==> config.mk <==
export PLATFORM = sky130hd
export DESIGN_NAME = ppg_beat_extractor
export DESIGN_NICKNAME = d
export VERILOG_FILES = /design/src/rtl/ppg_beat_extractor.sv
export SDC_FILE = /design/constraint.sdc
export NUM_CORES = 1
export LEC_CHECK = 0
export BUFFER_PORTS_ARGS = -buffer_cell sky130_fd_sc_hd__clkbuf_2
export CORE_AREA = 2 2 120 122
export DETAILED_ROUTE_END_ITERATION = 10
export DIE_AREA = 0 0 122 124
export PLACE_DENSITY = 0.76
export SKIP_LAST_GASP = 1
export SLEW_MARGIN = 25
export SYNTH_ARGS = -nofsm -noshare
export SYNTH_HDL_FRONTEND = slang
export SYNTH_SLANG_ARGS = --single-unit
==> constraint.sdc <==
create_clock -name CLK -period 4.7 [get_ports CLK]
set_input_delay 0 -clock CLK [delete_from_list [all_inputs] [get_ports CLK]]
set_output_delay 0 -clock CLK [all_outputs]
set_load 0.02 [all_outputs]
==> src/rtl/ppg_beat_extractor.sv <==
// De-interleaves RED/IR samples using the LED controller phases and tracks the IR pulse
// trough-to-trough, emitting per-beat AC/DC values and the beat period.
module ppg_beat_extractor #(
   parameter logic [7:0]  HYST       = 8'd6,
   parameter int unsigned MIN_PERIOD = 10,
   parameter int unsigned MAX_PERIOD = 100,
   parameter int unsigned PERIOD_W   = 8
) (
   input  logic                CLK,
   input  logic                rst,
   input  logic                Enable,
   input  logic                LED_RED,
   input  logic                LED_IR,
   input  logic [7:0]          RED_ADC_Value,
   input  logic [7:0]          IR_ADC_Value,
   output logic                Beat_Valid,
   output logic                Timeout,
   output logic [7:0]          RED_AC,
   output logic [7:0]          RED_DC,
   output logic [7:0]          IR_AC,
   output logic [7:0]          IR_DC,
   output logic [PERIOD_W-1:0] Beat_Period
);
   localparam int unsigned DW = 8;
   localparam int unsigned CW = PERIOD_W + 1;
   localparam logic [PERIOD_W-1:0] MAX_CNT = PERIOD_W'(MAX_PERIOD);
   localparam logic [PERIOD_W-1:0] MIN_CNT = PERIOD_W'(MIN_PERIOD);

   typedef enum logic [2:0] {IDLE, ACQ_MAX, ACQ_MIN, SEEK_MAX, SEEK_MIN} state_t;

   state_t              state, state_n;
   logic                led_red_d, led_ir_d, pair_v;
   logic [DW-1:0]       red_s, ir_s;
   logic [DW-1:0]       ir_max, ir_min, red_max, red_min;
   logic [DW-1:0]       ir_max_n, ir_min_n, red_max_n, red_min_n;
   logic [DW-1:0]       ir_max_a, ir_min_a, red_max_a, red_min_a;
   logic [PERIOD_W-1:0] cnt, cnt_n, cnt_sat;
   logic [CW-1:0]       cnt_p1;
   logic                beat_valid_n, timeout_n, restart;
   logic [DW-1:0]       red_ac_n, red_dc_n, ir_ac_n, ir_dc_n;
   logic [PERIOD_W-1:0] period_n;
   logic                red_fall_c, ir_fall_c, peak_c, trough_c;

   function automatic logic [DW-1:0] dc_of(input logic [DW-1:0] hi, input logic [DW-1:0] lo);
      return DW'(((DW+1)'(hi) + (DW+1)'(lo)) >> 1);
   endfunction

   assign red_fall_c = Enable & led_red_d & ~LED_RED;
   assign ir_fall_c  = Enable & led_ir_d & ~LED_IR;

   // Sample capture on LED phase falling edges; a pair is ready the cycle after the IR fall
   always_ff @(posedge CLK or posedge rst) begin
      if (rst) begin
         led_red_d <= 1'b0;
         led_ir_d  <= 1'b0;
         pair_v    <= 1'b0;
         red_s     <= '0;
         ir_s      <= '0;
      end else begin
         led_red_d <= LED_RED;
         led_ir_d  <= LED_IR;
         pair_v    <= ir_fall_c;
         if (red_fall_c) red_s <= RED_ADC_Value;
         if (ir_fall_c)  ir_s  <= IR_ADC_Value;
      end
   end

   assign ir_max_a  = (ir_s > ir_max)   ? ir_s  : ir_max;
   assign ir_min_a  = (ir_s < ir_min)   ? ir_s  : ir_min;
   assign red_max_a = (red_s > red_max) ? red_s : red_max;
   assign red_min_a = (red_s < red_min) ? red_s : red_min;
   assign cnt_p1    = CW'(cnt) + CW'(1);
   assign cnt_sat   = (cnt_p1 >= CW'(MAX_PERIOD)) ? MAX_CNT : cnt_p1[PERIOD_W-1:0];
   // Hysteresis compares are one bit wider so sample+HYST never wraps
   assign peak_c    = (DW+1)'(ir_max_a) > ((DW+1)'(ir_s) + (DW+1)'(HYST));
   assign trough_c  = (DW+1)'(ir_s) > ((DW+1)'(ir_min_a) + (DW+1)'(HYST));

   always_comb begin
      state_n      = state;
      ir_max_n     = ir_max;
      ir_min_n     = ir_min;
      red_max_n    = red_max;
      red_min_n    = red_min;
      cnt_n        = cnt;
      beat_valid_n = 1'b0;
      timeout_n    = 1'b0;
      red_ac_n     = RED_AC;
      red_dc_n     = RED_DC;
      ir_ac_n      = IR_AC;
      ir_dc_n      = IR_DC;
      period_n     = Beat_Period;
      restart      = 1'b0;
      if (!Enable) begin
         state_n   = IDLE;
         ir_max_n  = '0;
         ir_min_n  = '0;
         red_max_n = '0;
         red_min_n = '0;
         cnt_n     = '0;
      end else if (pair_v) begin
         if (state == IDLE) begin
            restart = 1'b1;
            state_n = ACQ_MAX;
         end else begin
            ir_max_n  = ir_max_a;
            ir_min_n  = ir_min_a;
            red_max_n = red_max_a;
            red_min_n = red_min_a;
            cnt_n     = cnt_sat;
            if (cnt_sat == MAX_CNT) begin
               timeout_n = 1'b1;
               restart   = 1'b1;
               state_n   = ACQ_MAX;
            end else begin
               case (state)
                  ACQ_MAX, SEEK_MAX: begin
                     if (peak_c) begin
                        ir_min_n = ir_s;
                        state_n  = (state == ACQ_MAX) ? ACQ_MIN : SEEK_MIN;
                     end
                  end
                  ACQ_MIN, SEEK_MIN: begin
                     if (trough_c) begin
                        restart = 1'b1;
                        state_n = SEEK_MAX;
                        // The acquisition trough only arms; short beats are noise
                        if (state == SEEK_MIN && cnt_sat >= MIN_CNT) begin
                           beat_valid_n = 1'b1;
                           period_n     = cnt_sat;
                           ir_ac_n      = ir_max_a - ir_min_a;
                           ir_dc_n      = dc_of(ir_max_a, ir_min_a);
                           red_ac_n     = red_max_a - red_min_a;
                           red_dc_n     = dc_of(red_max_a, red_min_a);
                        end
                     end
                  end
                  default: state_n = IDLE;
               endcase
            end
         end
      end
      if (restart) begin
         ir_max_n  = ir_s;
         ir_min_n  = ir_s;
         red_max_n = red_s;
         red_min_n = red_s;
         cnt_n     = '0;
      end
   end

   always_ff @(posedge CLK or posedge rst) begin
      if (rst) begin
         state       <= IDLE;
         ir_max      <= '0;
         ir_min      <= '0;
         red_max     <= '0;
         red_min     <= '0;
         cnt         <= '0;
         Beat_Valid  <= 1'b0;
         Timeout     <= 1'b0;
         RED_AC      <= '0;
         RED_DC      <= '0;
         IR_AC       <= '0;
         IR_DC       <= '0;
         Beat_Period <= '0;
      end else begin
         state       <= state_n;
         ir_max      <= ir_max_n;
         ir_min      <= ir_min_n;
         red_max     <= red_max_n;
         red_min     <= red_min_n;
         cnt         <= cnt_n;
         Beat_Valid  <= beat_valid_n;
         Timeout     <= timeout_n;
         RED_AC      <= red_ac_n;
         RED_DC      <= red_dc_n;
         IR_AC       <= ir_ac_n;
         IR_DC       <= ir_dc_n;
         Beat_Period <= period_n;
      end
   end
endmodule

==> impl_summary.log <==
INFO  metric slew_headroom = 0.417
INFO  metric timing.critical_path.slowest_cell_delay = about 480 ps
INFO  metric layout.filler_cells = around 1200
INFO  metric dr.pass1.iters = 5
INFO  metric timing.critical_path.cells = inv_1 -> ha_1 -> a2111o_1 -> a31oi_2 -> buf_6 -> a21oi_1 -> a311o_1 -> xnor2_1 -> ha_1 -> a21oi_1 -> o21ai_0 -> a221o_1 -> and3b_1 -> a2111o_1 -> o21ai_4 -> buf_12 -> mux2i_1
INFO  metric final-max-slew-violation-count = 0
INFO  metric worst-endpoint-arrival = between 4000 and 5000 ps
INFO  metric drtAntennaViolNets = 0
INFO  metric final_cells = ~1100
INFO  metric insertion_delay = roughly 350 ps
INFO  metric dp_worst_setup_slack = around 5.6 ps
INFO  metric cp.buffers_inverters = 3
INFO  metric clockRootBuffer = clkbuf_16
INFO  metric yosys-top-cells-area = dfrtp_1 35%, ha_1 14%, o21ai_0 6.2%, nand2_1 5.7%, mux2i_1 3.5%
INFO  metric dp_hpwl = approximately 13000 um
INFO  metric hold_path_class = in -> async
INFO  metric io_pins = 63
INFO  metric synth_top_flop_cell = dfrtp_1
INFO  metric dpl-instance-area = a little over 8000 um^2
INFO  metric yosys_register_bits = 104
INFO  metric post_synthesis_instance_total = around 820
INFO  metric required = around 5000 ps
INFO  metric synth.largest_area_cell = dfrtp_1
INFO  metric mostFrequentLayoutCell = nand2_1
INFO  metric rows = 43
INFO  metric drt-vias-per-instance = approximately 5.8
INFO  metric distinct_cells_synth = 58
INFO  metric nNetsFinal = 1023
INFO  metric finalSetupViolations = 0
INFO  metric cap_viol_max_count = 0
INFO  metric worst_ir_drop_vdd = 0.000183 V
INFO  metric dr.first_iter.drc_count = roughly 540
INFO  metric cts-buffers-inserted = 9
INFO  metric r2r_slack = 190 ps
INFO  metric portBuffers = 62
INFO  metric design.core.area = between 10000 and 15000 um^2
INFO  metric final.min_clock_period = between 4000 and 5000 ps
INFO  metric synthesis.yosys.warnings = 0
INFO  metric clkTransAtPathRegs = around 70 ps
INFO  metric critPathCaptureType = flop
INFO  metric post_syn_area_per_cell = approximately 9.0 um^2
INFO  metric synth_top_cell_area_share = 0.351
INFO  metric avgRoutedWirePerCell = around 16 um
INFO  metric worstPathMaxFanout = 22
INFO  metric cpLargestDelayFamily = compound AO/OA/AOI/OAI gates
INFO  metric initial_antenna_violation_count = 0
INFO  metric ys_seq_area_frac = 0.351
INFO  metric power_per_cell_area = around 380 nW/um^2
INFO  metric synth-async-reset-ratio = 1.00
INFO  metric routed_wirelength = around 18000 um
INFO  metric die_x = around 120 um
INFO  metric grt_pass1_wl = around 30000 um
INFO  metric final-hold-violation-count = 0
INFO  metric cts_sinks = 104
INFO  metric number_of_global_route_vias_before_repair = 5947
INFO  metric clock_path_buffers = 2
INFO  metric regToRegStartpoint = ir_min[3]
INFO  metric area_growth_syn_to_layout = 17.1%
INFO  metric max_freq = about 0.22 GHz
INFO  metric synth-edff-count = 0
INFO  metric timing.clock.skew = ~9 ps
INFO  metric grt_start_max_net_pins = between 70 and 80
INFO  metric globalRouteOverflowTotal = 0
INFO  metric chipHeight = roughly 120 um
INFO  metric reg2regPathDepth = 17
INFO  metric routability_cong = roughly 0.94
INFO  metric design.die.area = roughly 15000 um^2
INFO  metric outcome = finished clean
INFO  metric fin_crit_sh = 0.960
INFO  metric route.vias.total = approximately 6300
INFO  metric mappedNetlistArea = around 7400 um^2
INFO  metric max_slew.worst_pin.slew = a little under 900 ps
INFO  metric r2r-end = red_min[5]
INFO  metric initial_core_util = 0.540
INFO  metric final_critical_path_setup_slack = 190 ps
INFO  metric placed_cells = 1064
INFO  metric post_route_cells_drive_above_1_share = 0.172
INFO  metric final_cell_mix = 112 x nand2_1, 104 x dfrtp_1, 88 x o21ai_0
INFO  metric worst_path_max_delay_cell = a2111o_1
INFO  metric overall_global_routing_usage = 0.250
INFO  metric non_filler_cell_area_final = between 8000 and 9000 um^2
INFO  metric utilization = 0.632
INFO  metric synth_nets = ~930
INFO  metric num_antenna_cells = 0
INFO  metric ctsHtreeMaxLevel = 3
INFO  metric timing_worst_setup_path_type = reg -> reg
INFO  metric tritoncts = done
INFO  metric start_kind = flop
INFO  metric drc_errors = 0
INFO  metric total_leakage_power = 4.27 nW
## metal layers
| metal | wire length (um) | share of wire | global-route usage |
|---|---|---|---|
| met1 | 8690 | 0.48 | 0.358 |
| met5 | 0 | 0 | 0 |
| met2 | 8040 | 0.44 | 0.388 |
| met3 | 1020 | 0.056 | 0.0334 |
| met4 | 350 | 0.019 | 0.0934 |
## worst max-delay path by stage
stage	startpoint	slack, ps	endpoint	depth (start not counted)
3_5_place_dp	ir_min[1]	6	red_min[5]	19
5_1_grt	ir_min[3]	-20	RED_AC[6]	17
6_report	ir_min[3]	190	red_min[5]	17
3_3_place_gp	ir_s[1]	130	ir_max[3]	16
4_1_cts	ir_min[1]	3	red_max[5]	19
2_1_floorplan	ir_s[1]	50	red_min[0]	19
## flip-flops by register name, summed over array words and instances (netlist names)
| register | cells |
|---|---|
| Beat_Period | 8 |
| IR_AC | 8 |
| IR_DC | 8 |
| RED_AC | 8 |
| RED_DC | 8 |
| cnt | 8 |
| ir_max | 8 |
| ir_min | 8 |
| ir_s | 8 |
| red_max | 8 |
| red_min | 8 |
| red_s | 8 |
| state | 3 |
| Beat_Valid | 1 |
| Timeout | 1 |
| led_ir_d | 1 |
| led_red_d | 1 |
| pair_v | 1 |
## synth_stat cells, types with 2 or more instances
cell and instances:
a2111o_1 2, a21boi_0 3, a21o_1 15, a21o_2 2
a21oi_1 35, a22o_1 3, a311o_1 2, a311oi_1 2
a31oi_1 5, a32oi_1 9, and2_1 4, and3_1 11
buf_1 2, buf_6 3, clkbuf_1 32, dfrtp_1 104
fa_1 4, ha_1 80, inv_1 66, mux2_2 23
mux2i_1 26, nand2_1 112, nand2b_1 9, nand3_1 8
nand3b_1 3, nand4_1 16, nor2_1 28, nor2b_1 9
nor3_1 11, nor4_1 3, o2111a_1 2, o2111ai_1 2
o211a_1 3, o211ai_1 6, o21a_1 14, o21ai_0 92
o21ai_4 2, o21bai_1 8, o311ai_0 3, o31a_1 2
o31ai_1 8, or3_1 2, xnor2_1 22, xor2_1 11
## where the power goes
| part | switching [mW] | internal, mW | leakage [nW] |
|---|---|---|---|
| Clock | 0.328 | 0.465 | 0.143 |
| Combinational | 0.881 | 0.660 | 2.71 |
| Sequential | 0.0511 | 0.937 | 1.41 |
| Total | 1.26 | 2.06 | 4.27 |
## area by class of cell
cell class	count	area, um^2	area share
Sequential cell	104	2600	0.300
Inverter	67	255	0.0294
Multi-Input combinational cell	614	4440	0.512
Clock buffer	12	236	0.0273
Tap cell	180	225	0.0260
Clock inverter	3	67.6	0.00779
Timing Repair Buffer	122	841	0.0970
## worst reg2reg max path, stage by stage, from the launching register on
cell	delay, ps
dfrtp_1	370
inv_1	100
ha_1	200
a2111o_1	440
a31oi_2	300
buf_6	250
a21oi_1	130
a311o_1	350
xnor2_1	130
ha_1	300
a21oi_1	120
o21ai_0	90
a221o_1	390
and3b_1	200
a2111o_1	480
o21ai_4	230
buf_12	150
mux2i_1	200
## logic make-up (layout without fill, tap and decap cells)
kind of cell	after synthesis	count (layout)	share of synthesized area
xor gates and xnor gates	33	33	0.0390
DFF	104	104	0.351
adders and majority gates	84	84	0.146
buffers and inverters	105	204	0.0564
AOI/OAI and AO/OA	229	229	0.201
and+or+nand+nor	219	219	0.136
muxes	49	49	0.0701
## through the flow
stage                     power [mW]  hold WS [ps]  setup TNS [ps]
after floorplan                 2.08          31.4               0
after global placement          2.42          3.99               0
after detailed placement        2.46          6.27               0
after CTS                       3.28           177               0
after global routing            3.56           210            -122
final                           3.32           168               0
## repair_timing
item | CTS | global route
hold buffers | 19 | 0
gates resized for setup | 1 | 17
pin swaps | 2 | 5
setup buffers | 0 | 4
endpoints found under the hold margin | 46 | 0
endpoints found under the setup margin | 5 | 60
No activity file was read; power rests on OpenSTA's default activity.
